<file path="src/rtl/mem_arbiter.sv">
// mem_arbiter: shares one single-ported RAM between the instruction-fetch and
// data-access paths of the MIPS core. Round-robin grant (data wins a tie after
// an instruction grant), plus the LL/SC link register. SCs that cannot succeed
// are completed locally in one cycle without touching the RAM.
module mem_arbiter #(
    parameter int ADDR_W = 32,
    parameter int DATA_W = 32
) (
    input  logic              clk,
    input  logic              rst,
    // instruction side
    input  logic              iren,
    input  logic [ADDR_W-1:0] iaddr,
    output logic [DATA_W-1:0] iload,
    output logic              iwait,
    // data side
    input  logic              dren,
    input  logic              dwen,
    input  logic              datomic,
    input  logic [ADDR_W-1:0] daddr,
    input  logic [DATA_W-1:0] dstore,
    output logic [DATA_W-1:0] dload,
    output logic              dwait,
    // RAM side
    output logic              ram_ren,
    output logic              ram_wen,
    output logic [ADDR_W-1:0] ram_addr,
    output logic [DATA_W-1:0] ram_store,
    input  logic [DATA_W-1:0] ram_load,
    input  logic              ram_ready
);

    localparam logic [1:0] IDLE   = 2'd0;
    localparam logic [1:0] DACC   = 2'd1;
    localparam logic [1:0] IACC   = 2'd2;
    localparam logic [1:0] SCFAIL = 2'd3;

    localparam logic GRANT_INSTR = 1'b0;
    localparam logic GRANT_DATA  = 1'b1;

    logic [1:0]        state_q, state_d;
    logic              last_grant_q, last_grant_d;
    logic              link_valid_q, link_valid_d;
    logic [ADDR_W-1:0] link_addr_q, link_addr_d;

    logic dreq;
    logic sc_req;
    logic ll_req;
    logic sc_ok;
    logic link_hit;

    assign dreq     = dren | dwen;
    assign sc_req   = dwen & datomic;
    assign ll_req   = dren & datomic;
    assign link_hit = link_valid_q & (link_addr_q == daddr);
    assign sc_ok    = link_hit;

    // Next-state: arbitration in IDLE, completion / abort handling elsewhere.
    always_comb begin
        state_d      = state_q;
        last_grant_d = last_grant_q;
        link_valid_d = link_valid_q;
        link_addr_d  = link_addr_q;
        unique case (state_q)
            IDLE: begin
                if (dreq && (last_grant_q == GRANT_INSTR || !iren)) begin
                    state_d = (sc_req && !sc_ok) ? SCFAIL : DACC;
                end else if (iren) begin
                    state_d = IACC;
                end
            end
            DACC: begin
                if (!dreq) begin
                    // Requester withdrew: abandon without touching grant or link.
                    state_d = IDLE;
                end else if (ram_ready) begin
                    state_d      = IDLE;
                    last_grant_d = GRANT_DATA;
                    if (ll_req) begin
                        link_valid_d = 1'b1;
                        link_addr_d  = daddr;
                    end
                    if (dwen) begin
                        // Any SC drops the link; a plain SW only if it hits it.
                        if (datomic || link_hit) begin
                            link_valid_d = 1'b0;
                        end
                    end
                end
            end
            IACC: begin
                if (!iren) begin
                    state_d = IDLE;
                end else if (ram_ready) begin
                    state_d      = IDLE;
                    last_grant_d = GRANT_INSTR;
                end
            end
            SCFAIL: begin
                state_d      = IDLE;
                last_grant_d = GRANT_DATA;
                link_valid_d = 1'b0;
            end
            default: begin
                state_d = IDLE;
            end
        endcase
    end

    // State registers with asynchronous reset.
    always_ff @(posedge clk or posedge rst) begin
        if (rst) begin
            state_q      <= IDLE;
            last_grant_q <= GRANT_INSTR;
            link_valid_q <= 1'b0;
            link_addr_q  <= '0;
        end else begin
            state_q      <= state_d;
            last_grant_q <= last_grant_d;
            link_valid_q <= link_valid_d;
            link_addr_q  <= link_addr_d;
        end
    end

    // RAM strobes and requester handshakes, decoded from state and ram_ready.
    always_comb begin
        ram_ren   = 1'b0;
        ram_wen   = 1'b0;
        ram_addr  = '0;
        ram_store = '0;
        iwait     = 1'b1;
        dwait     = 1'b1;
        iload     = '0;
        dload     = '0;
        unique case (state_q)
            IDLE: begin
            end
            DACC: begin
                ram_ren   = dren;
                ram_wen   = dwen;
                ram_addr  = daddr;
                ram_store = dstore;
                if (ram_ready && dreq) begin
                    dwait = 1'b0;
                    // Only SCs that passed the link check reach DACC.
                    dload = sc_req ? DATA_W'(1) : ram_load;
                end
            end
            IACC: begin
                ram_ren  = iren;
                ram_addr = iaddr;
                if (ram_ready && iren) begin
                    iwait = 1'b0;
                    iload = ram_load;
                end
            end
            SCFAIL: begin
                dwait = 1'b0;
            end
            default: begin
            end
        endcase
    end

endmodule

</file>
<file path="config.mk">
export PLATFORM = sky130hd
export DESIGN_NAME = mem_arbiter
export DESIGN_NICKNAME = d
export VERILOG_FILES = /design/src/rtl/mem_arbiter.sv
export SDC_FILE = /design/constraint.sdc
export NUM_CORES = 1
export LEC_CHECK = 0
export BUFFER_PORTS_ARGS = -buffer_cell sky130_fd_sc_hd__buf_4
export CAP_MARGIN = 20
export CORE_MARGIN = 8
export CORE_UTILIZATION = 39
export CTS_CLUSTER_DIAMETER = 40
export DETAILED_ROUTE_END_ITERATION = 10
export PLACE_DENSITY_LB_ADDON = 0.12
export SLEW_MARGIN = 20
export SYNTH_ARGS = -nofsm -noshare
export SYNTH_HDL_FRONTEND = slang
export SYNTH_SLANG_ARGS = --single-unit
</file>
<file path="constraint.sdc">
create_clock -name clk -period 2 [get_ports clk]
set_input_delay 0.1 -clock clk [delete_from_list [all_inputs] [get_ports clk]]
set_output_delay 0.1 -clock clk [all_outputs]
set_load 0.01 [all_outputs]
</file>
==> results of run 1 <==
==> final timing paths <==
kind	cells after the start	slack, ns	endpoint
hold / removal	2	0.05	link_addr_q[2]
max in group asynchronous	4	1.17	state_q[0]
setup reg to reg	5	0.23	link_valid_q
hold reg to reg	1	0.50	last_grant_q
min in group asynchronous	4	0.47	link_addr_q[13]
setup / recovery	8	0.1	dload[9]
==> critical path, stage by stage (launching register included) <==
cell and delay [ns]:
dfrtp_1 0.43, inv_2 0.11, ha_4 0.17, nand2_2 0.09
nor3b_4 0.18, buf_6 0.15, buf_6 0.13, and2_1 0.13
buf_4 0.12
==> final cells by class <==
class	count	area, sq um	area share [%]
clock buffers	5	68.8	1.27
well taps	102	128	2.36
repair buffers	283	2170	40.2
clock inverters	3	42.5	0.786
flip-flops and latches	36	902	16.7
inverters	7	26.3	0.486
multi-input cells	276	2070	38.2
==> synthesized netlist by cell type (all sizes together) <==
cell / number
o211ai: 1
buf: 4
a21oi: 7
nand3: 2
nand2: 9
and2: 96
o21ai: 4
xnor2: 8
nor3b: 2
nor2: 1
nor4: 6
nor2b: 33
a21o: 1
a31oi: 1
dfrtp: 36
nand2b: 3
inv: 6
a2bb2oi: 1
clkinv: 1
a22oi: 32
a22o: 2
and3: 1
ha: 5
a21boi: 1
clkbuf: 20
nand4: 3
mux2: 32
or4: 1
or2: 1
xor2: 23
==> routing by layer <==
layer	vias to the layer above	wire (microns)	GRT usage, %
li1	1691	-	-
met1	1567	5060	24.3
met2	161	6690	40.6
met3	15	961	6.94
met4	0	221	6.10
met5	-	0	0
==> power breakdown <==
group	leakage, nW	switching (mW)	internal (mW)
Clock	0.0541	0.270	0.369
Sequential	0.453	0.222	1.05
Combinational	2.29	1.66	1.93
==> through the flow <==
stage | instances | hold slack, ns
after floorplan | 343 | 0.193
after global placement | 697 | 0.233
after detailed placement | 697 | 0.243
after CTS | 711 | 0.0432
after global routing | 712 | 0.0496
final | 712 | 0.0511
==> what timing repair did <==
item / in CTS / in global routing
buffers inserted: 2 / 1
hold endpoints to repair: 36 / 0
hold buffers: 1 / 0
endpoints found under the setup margin: 31 / 75
gates cloned: 3 / 0
gates resized for setup: 10 / 6
pin swaps: 1 / 0
==> flip-flops by register name, summed over array words and instances (netlist names) <==
name	count
state_q	2
link_valid_q	1
last_grant_q	1
link_addr_q	32
==> placed cells by master, fill, tap and decap left out, types with 3 or more instances in the layout <==
cell type and instances:
buf_4 274, a22oi_1 32, mux2_1 17, nor2b_1 33, nor4_1 4, xnor2_1 8, a21oi_1 7, mux2_2 15
and2_1 96, buf_6 6, dfrtp_1 35, nand2b_1 3, inv_1 5, nand2_1 8, xor2_1 22, clkbuf_8 5
==> kinds of logic (layout without fill, tap and decap cells) <==
kind of cell,after synthesis,after routing,synth area share [%]
AO/OA/AOI/OAI,50,50,11.5
XOR/XNOR,31,31,9.12
adder cells (fa/ha/maj),5,5,2.05
buffers and inverters,31,298,3.97
flip-flops,36,36,29.5
multiplexers,32,32,11.8
AND/OR/NAND/NOR,158,158,32.2
==> metrics.txt, run 1 <==
outcome completed; vias per inst approximately 4.8; leak pwr 2.80 nW; Final Slew Violations 0; Max rail drop VDD 0.840 mV; Fmax 0.526 GHz; dpl cell area around 5200 sq um; TritonCTS clock tree yes; Post-Place Setup Slack 0.238 ns; post-synthesis cell type count 35; Worst-Skew Late Latency 0.29 ns; TNS Setup 0 ns; YS warnings 0; overall routing resource usage ~22%; final hold violations 0; HP Class input pin to flop; fin crit share 95.1%; final worst setup slack approximately 0.1 ns; layout cells sized above 1 between 50% and 60%; synthesized area per cell 8.92 sq um; die width 105 microns; WP data arrival around 1.8 ns; clk_skew 0.00539 ns; H-tree levels 2; CP Capture Type output pin; Setup CP Type flop to output pin; final WL 12.9 mm; first-pass GRT wire length 19.9 mm; R2R Path Start link_addr_q[0]; vias in the first global route 3580; minimum clock period 1.90 ns; gr ovfl total 0; Core Rows 32; final instance area 5410 sq um; syn nets 483; worst slew pin tran 0.468 ns; sink count of the clock tree 36; Hold Startpoint daddr[2]; Antenna Nets Post-Route 0; Post-Syn Instances ~340; unrepaired setup endpoints after global routing true; Yosys top cell area share between 20% and 30%; core area 7650 sq um; vias post-DR 3434; CTS buffer count 5; CP required 1.90 ns; element type at the critical path start flop; initial core utilization 40.0%; Synth Register Bits 36; first drt pass iteration count 4; Critical Path Fanout Max 8; number of I/O port buffers 266; setup violators final 0; Slew HR between 60% and 70%; initial antenna violation count 0; Die H 105 microns; clock buffer depth 2; full die area approximately 11000 sq um; DRC Markers 0; Seq/Total Area, Yosys 29.5%; Synth-to-Final Area Change 76.9%; launch point of the worst path state_q[1]; Layout Nets 749; GPL Wtd Cong slightly below 0.9; ant diodes 0; area leader, netlist dfrtp_1; clock-pin slew on the worst setup and hold paths 0.07 ns; Total Power 5.50 mW; Iter 0 DRT Violations around 140; Core Util, Final 70.7%; area of the mapped netlist between 3000 and 4000 sq um; Clock Tree Root clkbuf_8; Max-Cap Viols 0; number of fill cells 612; dpl hpwl 10.7 mm; P per Cell Area between 1000 and 1500 nW/um^2; most area-consuming cells after synthesis dfrtp_1 (29%), and2_1 (20%), a22oi_1 (7.9%); I/O pin count 267; WL per Instance 18.2 microns; largest net degree at the start of global routing 37
Power figures use the tool's default switching activity.
==> run 2: changes to the inputs <==
--- a/config.mk
+++ b/config.mk
@@ -10,8 +10,9 @@
 export CORE_MARGIN = 8
 export CORE_UTILIZATION = 39
 export CTS_CLUSTER_DIAMETER = 40
+export CTS_CLUSTER_SIZE = 40
 export DETAILED_ROUTE_END_ITERATION = 10
-export PLACE_DENSITY_LB_ADDON = 0.12
+export PLACE_DENSITY = 0.8
 export SLEW_MARGIN = 20
 export SYNTH_ARGS = -nofsm -noshare
 export SYNTH_HDL_FRONTEND = slang
==> constraint.sdc (replaced) <==
create_clock -name clk -period 2.15 [get_ports clk]
set_input_delay 0.1075 -clock clk [delete_from_list [all_inputs] [get_ports clk]]
set_output_delay 0.1075 -clock clk [all_outputs]
set_load 0.01 [all_outputs]
==> run 2 against run 1 <==
Net effect: sequential share of layout area increased by 0.39 points; non-clock buffer count decreased by 7; sequential power decreased by 7%; critical path depth decreased by 1; cell count decreased by 0.98%; routed wire length decreased by 7.9%; clock power decreased by 23%; first-iteration DRC count increased by 12%; cell area decreased by 2.4%; global-route usage decreased by 1.4 points; setup slack improved by 0.063 ns; critical endpoint is now dload[2]; highest routed layer unchanged.
==> metrics.txt, run 2 (same netlist as run 1, synthesis figures left out) <==
Core Rows 32 (unchanged); Layout Nets 742 (-0.93%); WP data arrival 1.88 ns (+0.08 ns); clock buffer depth 2 (unchanged); first drt pass iteration count 6 (+2); I/O pin count 267 (unchanged); layout cells sized above 1 50.1% (-1.7 points); overall routing resource usage 20.9% (-1.4 points); leak pwr 2.74 nW (-1.9%); Critical Path Fanout Max 31 (+23); Worst-Skew Late Latency 0.29 ns (about the same); top flop regs link_addr_q (32), state_q (2); clk_skew 0.00364 ns (-0.00174 ns); Max-Cap Viols 0 (unchanged); initial core utilization 40.0% (unchanged); P per Cell Area 927 nW/um^2 (-8.9%); Slew HR 68.7% (-0.11 points); Final Slew Violations 0 (unchanged); Setup CP Type flop to output pin; initial antenna violation count 0 (unchanged); max reg flops 32 (unchanged); core area 7650 sq um (unchanged); Synth-to-Final Area Change 72.6%; outcome completed; die width 105 microns (unchanged); first-pass GRT wire length 18.8 mm (-5.5%); full die area 10900 sq um (unchanged); largest net degree at the start of global routing 39 (+5.4%); WL per Instance 16.9 microns (-7.0%); Die H 105 microns (unchanged); commonest cells after routing, fill and taps aside buf_4 (273), and2_1 (96), dfrtp_1 (36); final WL 11.9 mm (-7.9%); CTS buffer count 5 (unchanged); Reg with most FFs link_addr_q; GPL Wtd Cong 0.923 (+5.2%); HP Class input pin to flop; worst slew pin tran 0.469 ns (+0.00162 ns); number of fill cells 631 (+3.1%); element type at the critical path start flop; ant diodes 0 (unchanged); Iter 0 DRT Violations 153 (+12%); clock-pin slew on the worst setup and hold paths 0.07 ns (about the same); gr ovfl total 0 (unchanged); minimum clock period 1.99 ns; fin crit share 92.5%; number of I/O port buffers 266 (unchanged); vias in the first global route 3618 (+1.1%); TritonCTS clock tree yes; unrepaired setup endpoints after global routing false; CP Capture Type output pin; sink count of the clock tree 36 (unchanged); DRC Markers 0 (unchanged); Clock Tree Root clkbuf_8; Fmax roughly 0.5 GHz; final hold violations 0 (unchanged); most common cell after layout, fill and taps aside buf_4; vias per inst 4.73 (-1.9%); Hold Slack 0.0432 ns (-0.00789 ns); H-tree levels 2 (unchanged); CP required 2.04 ns (+0.14 ns); setup violators final 0 (unchanged); Max rail drop VDD 0.555 mV (-34%); Antenna Nets Post-Route 0 (unchanged); dpl hpwl 10.1 mm (-5.8%); vias post-DR 3335 (-2.9%); Total Power 4.89 mW (-11%); TNS Setup 0 ns (unchanged)
-- run 2: path summary, 6_finish.rpt --
path,from,endpoint,slack (ns),depth (start not counted)
min in group asynchronous,rst,link_addr_q[2],0.50,4
min,dwen,link_valid_q,0.04,2
max,state_q[1],dload[2],0.16,7
max in group asynchronous,rst,link_addr_q[0],1.33,4
min reg2reg,link_addr_q[6],link_addr_q[6],0.51,1
max reg2reg,link_addr_q[0],link_valid_q,0.43,5
-- run 2: final cells by class --
type	instances	area [sq um]	share of cell area, %
timing repair buffer	276	2090	39.6
sequential	36	901	17.1
multi-input combinational	276	2040	38.7
clock buffer	8	90.1	1.71
tap	102	128	2.42
inverter	7	26.3	0.498
-- run 2: critical path, cell delays in order (launching register included) --
cell and delay (ns):
dfrtp_1 0.41, inv_1 0.11, ha_2 0.23, nand2_1 0.10, nor3b_2 0.24, buf_6 0.23, and2_1 0.16, buf_4 0.12
-- run 2: report_power, final --
group | switching, mW | leakage, nW | internal [mW]
clock | 0.229 | 0.0455 | 0.261
sequential | 0.201 | 0.454 | 0.976
combinational | 1.49 | 2.24 | 1.73
-- run 2: per-layer routing --
layer / up-vias / track usage [%] / wire [microns]
li1: 1669 / - / -
met2: 130 / 39.5 / 6500
met1: 1530 / 22.6 / 4560
met5: - / 0 / 0
met3: 6 / 6.20 / 771
met4: 0 / 3.62 / 75
-- run 2: timing repair --
action,4_1_cts,5_1_grt
hold buffers,1,0
setup endpoints to repair,0,31
hold endpoints to repair,36,0
setup buffers,0,0
gates resized for setup,0,1
-- run 2: through the flow --
step / utilization, % / area, sq um / setup slack (ns) / std cells
2_1_floorplan: - / 3060 / 0.424 / 343
3_5_place_dp: 67.7 / 5170 / 0.406 / 696
5_1_grt: 69.0 / 5280 / 0.0109 / 705
3_3_place_gp: 67.7 / 5170 / 0.437 / 696
6_report: 69.0 / 5280 / 0.161 / 705
4_1_cts: 69.0 / 5280 / 0.101 / 705
==> run 3: changes to the inputs <==
--- a/config.mk
+++ b/config.mk
@@ -12,7 +12,7 @@
 export CTS_CLUSTER_DIAMETER = 40
 export CTS_CLUSTER_SIZE = 40
 export DETAILED_ROUTE_END_ITERATION = 10
-export PLACE_DENSITY = 0.8
+export PLACE_DENSITY = 0.82
 export SLEW_MARGIN = 20
 export SYNTH_ARGS = -nofsm -noshare
 export SYNTH_HDL_FRONTEND = slang
==> run 3 against run 2 <==
Net effect: sequential share of layout area is 0.19 points lower; die area stayed put; combinational power hardly changed; critical path depth stayed put; flip-flop and latch count stayed put; non-clock buffer count is 2 higher; maximum frequency is 1.2% lower; first-iteration DRC count is 31% lower; cell area is 1.1% higher; routed wire length is 1.7% higher; worst hold slack better by 0.0094 ns; largest power group unchanged.
==> metrics.txt, run 3 (same netlist as run 1, synthesis figures left out) <==
gr ovfl total 0 (unchanged); WP data arrival 1.91 ns (+0.03 ns); vias per inst 4.75 (+0.40%); Hold Crit Depth 2 (unchanged); register area 901 sq um (unchanged); P per Cell Area 935 nW/um^2 (+0.87%); Worst Reg-to-Reg Cells 5 (unchanged); most crowded layer after global routing met2; I/O pin count 267 (unchanged); largest net degree at the start of global routing 43 (+10%); final worst setup slack 0.136 ns (-0.0248 ns); first drt pass iteration count 4 (-2); GPL Wtd Cong 0.880 (-4.6%); TritonCTS clock tree yes; Post-Place Setup Slack 0.391 ns (-0.0151 ns); Clock Tree Root clkbuf_8; unrepaired setup endpoints after global routing false; commonest cells after routing, fill and taps aside buf_4 (274), and2_1 (96), dfrtp_1 (36); CTS buffer count 5 (unchanged); Slew HR 70.0% (+1.3 points); Max-Cap Viols 0 (unchanged); GR Util met3 5.84% (-0.37 points); most common cell after layout, fill and taps aside buf_4; Synth-to-Final Area Change 74.5%; setup violators final 0 (unchanged); element type at the critical path start flop; outcome completed; GRT met2 Usage 40.7% (+1.2 points); clock buffer depth 2 (unchanged); fin crit share 93.7% (+1.2 points); Antenna Nets Post-Route 0 (unchanged); Setup CP Type flop to output pin; Fmax 0.497 GHz (-1.2%); Iter 0 DRT Violations 105 (-31%); final hold violations 0 (unchanged); WL per Instance 17.1 microns (+1.4%); Layout Nets 744 (+0.27%); HP Class input pin to flop; minimum clock period 2.01 ns (+0.0248 ns); max reg flops 32 (unchanged); Critical Path Fanout Max 16 (-48%); leak pwr 2.77 nW (+0.88%); Total Power 4.99 mW (+2.0%); Final Slew Violations 0 (unchanged); vias post-DR 3358 (+0.69%); full die area 10900 sq um (unchanged); number of fill cells 617 (-2.2%); overall routing resource usage 20.7% (-0.18 points); initial antenna violation count 0 (unchanged); top flop regs link_addr_q (32), state_q (2); Worst-Skew Late Latency 0.29 ns (about the same); number of I/O port buffers 266 (unchanged); initial core utilization 40.0% (unchanged); CP Capture Type output pin; vias in the first global route 3641 (+0.64%); Core Rows 32 (unchanged); DRC Markers 0 (unchanged); final WL 12.1 mm (+1.7%); ant diodes 0 (unchanged); Multi-input gate area 2060 sq um (+0.92%); Reg with most FFs link_addr_q; H-tree levels 2 (unchanged); die width 105 microns (unchanged); clk_skew 0.00250 ns (-0.00114 ns); clock-pin slew on the worst setup and hold paths 0.07 ns (about the same); worst slew pin tran 0.449 ns (-0.0198 ns); Max rail drop VDD 0.589 mV (+6.1%); Die H 105 microns (unchanged); CP required 2.04 ns (about the same); sink count of the clock tree 36 (unchanged); met1 GRT Util 21.6% (-0.99 points); layout cells sized above 1 50.7% (+0.66 points); TNS Setup 0 ns (unchanged); core area 7650 sq um (unchanged); first-pass GRT wire length 18.8 mm (+0.19%); Core Util, Final 69.8% (+0.77 points); dpl hpwl 10.2 mm (+1.6%)
==> run 3: routing by layer <==
metal	routed length, microns	vias to the layer above	share of wire, %
li1	-	1668	-
met1	4500	1557	37
met2	6790	125	56
met3	751	8	6.2
met4	74	0	0.61
met5	0	-	0
==> run 3: area by class of cell <==
cell class	instances	area share (%)
Clock buffer	5	1.29
Clock inverter	3	0.797
Inverter	7	0.492
Multi-Input combinational cell	276	38.6
Sequential cell	36	16.9
Tap cell	102	2.39
Timing Repair Buffer	278	39.5
==> run 3: final timing paths <==
check,slack (ns),to,startpoint
setup / recovery,0.14,dload[3],state_q[1]
hold / removal,0.05,link_valid_q,dwen
setup reg to reg,0.39,link_valid_q,link_addr_q[0]
hold reg to reg,0.51,link_addr_q[5],link_addr_q[5]
max in group asynchronous,1.34,link_addr_q[27],rst
min in group asynchronous,0.48,link_addr_q[7],rst
==> run 3: stage by stage <==
step,hold slack (ns),cells,cell area (sq um)
floorplan,0.200,343,3060
global placement,0.246,696,5170
detailed placement,0.247,696,5170
CTS,0.0429,705,5300
global route,0.0491,707,5340
finish,0.0527,707,5340
==> run 3: timing repair <==
item                                    CTS  global route
hold endpoints to repair                 36             0
buffers inserted                          0             1
resized for setup                         0             7
endpoints found under the setup margin    0            49
hold buffers                              1             0
==> run 3: worst max-delay path: stages, from the launching register on <==
cell and delay (ns):
dfrtp_1 0.41, inv_1 0.15, ha_4 0.18, nand2_1 0.12, nor3b_4 0.29, buf_6 0.20, and2_1 0.15, buf_4 0.12
==> run 3: power breakdown <==
| group | internal, mW | switching, mW |
|---|---|---|
| Clock | 0.343 | 0.246 |
| Combinational | 1.71 | 1.50 |
| Sequential | 0.975 | 0.211 |
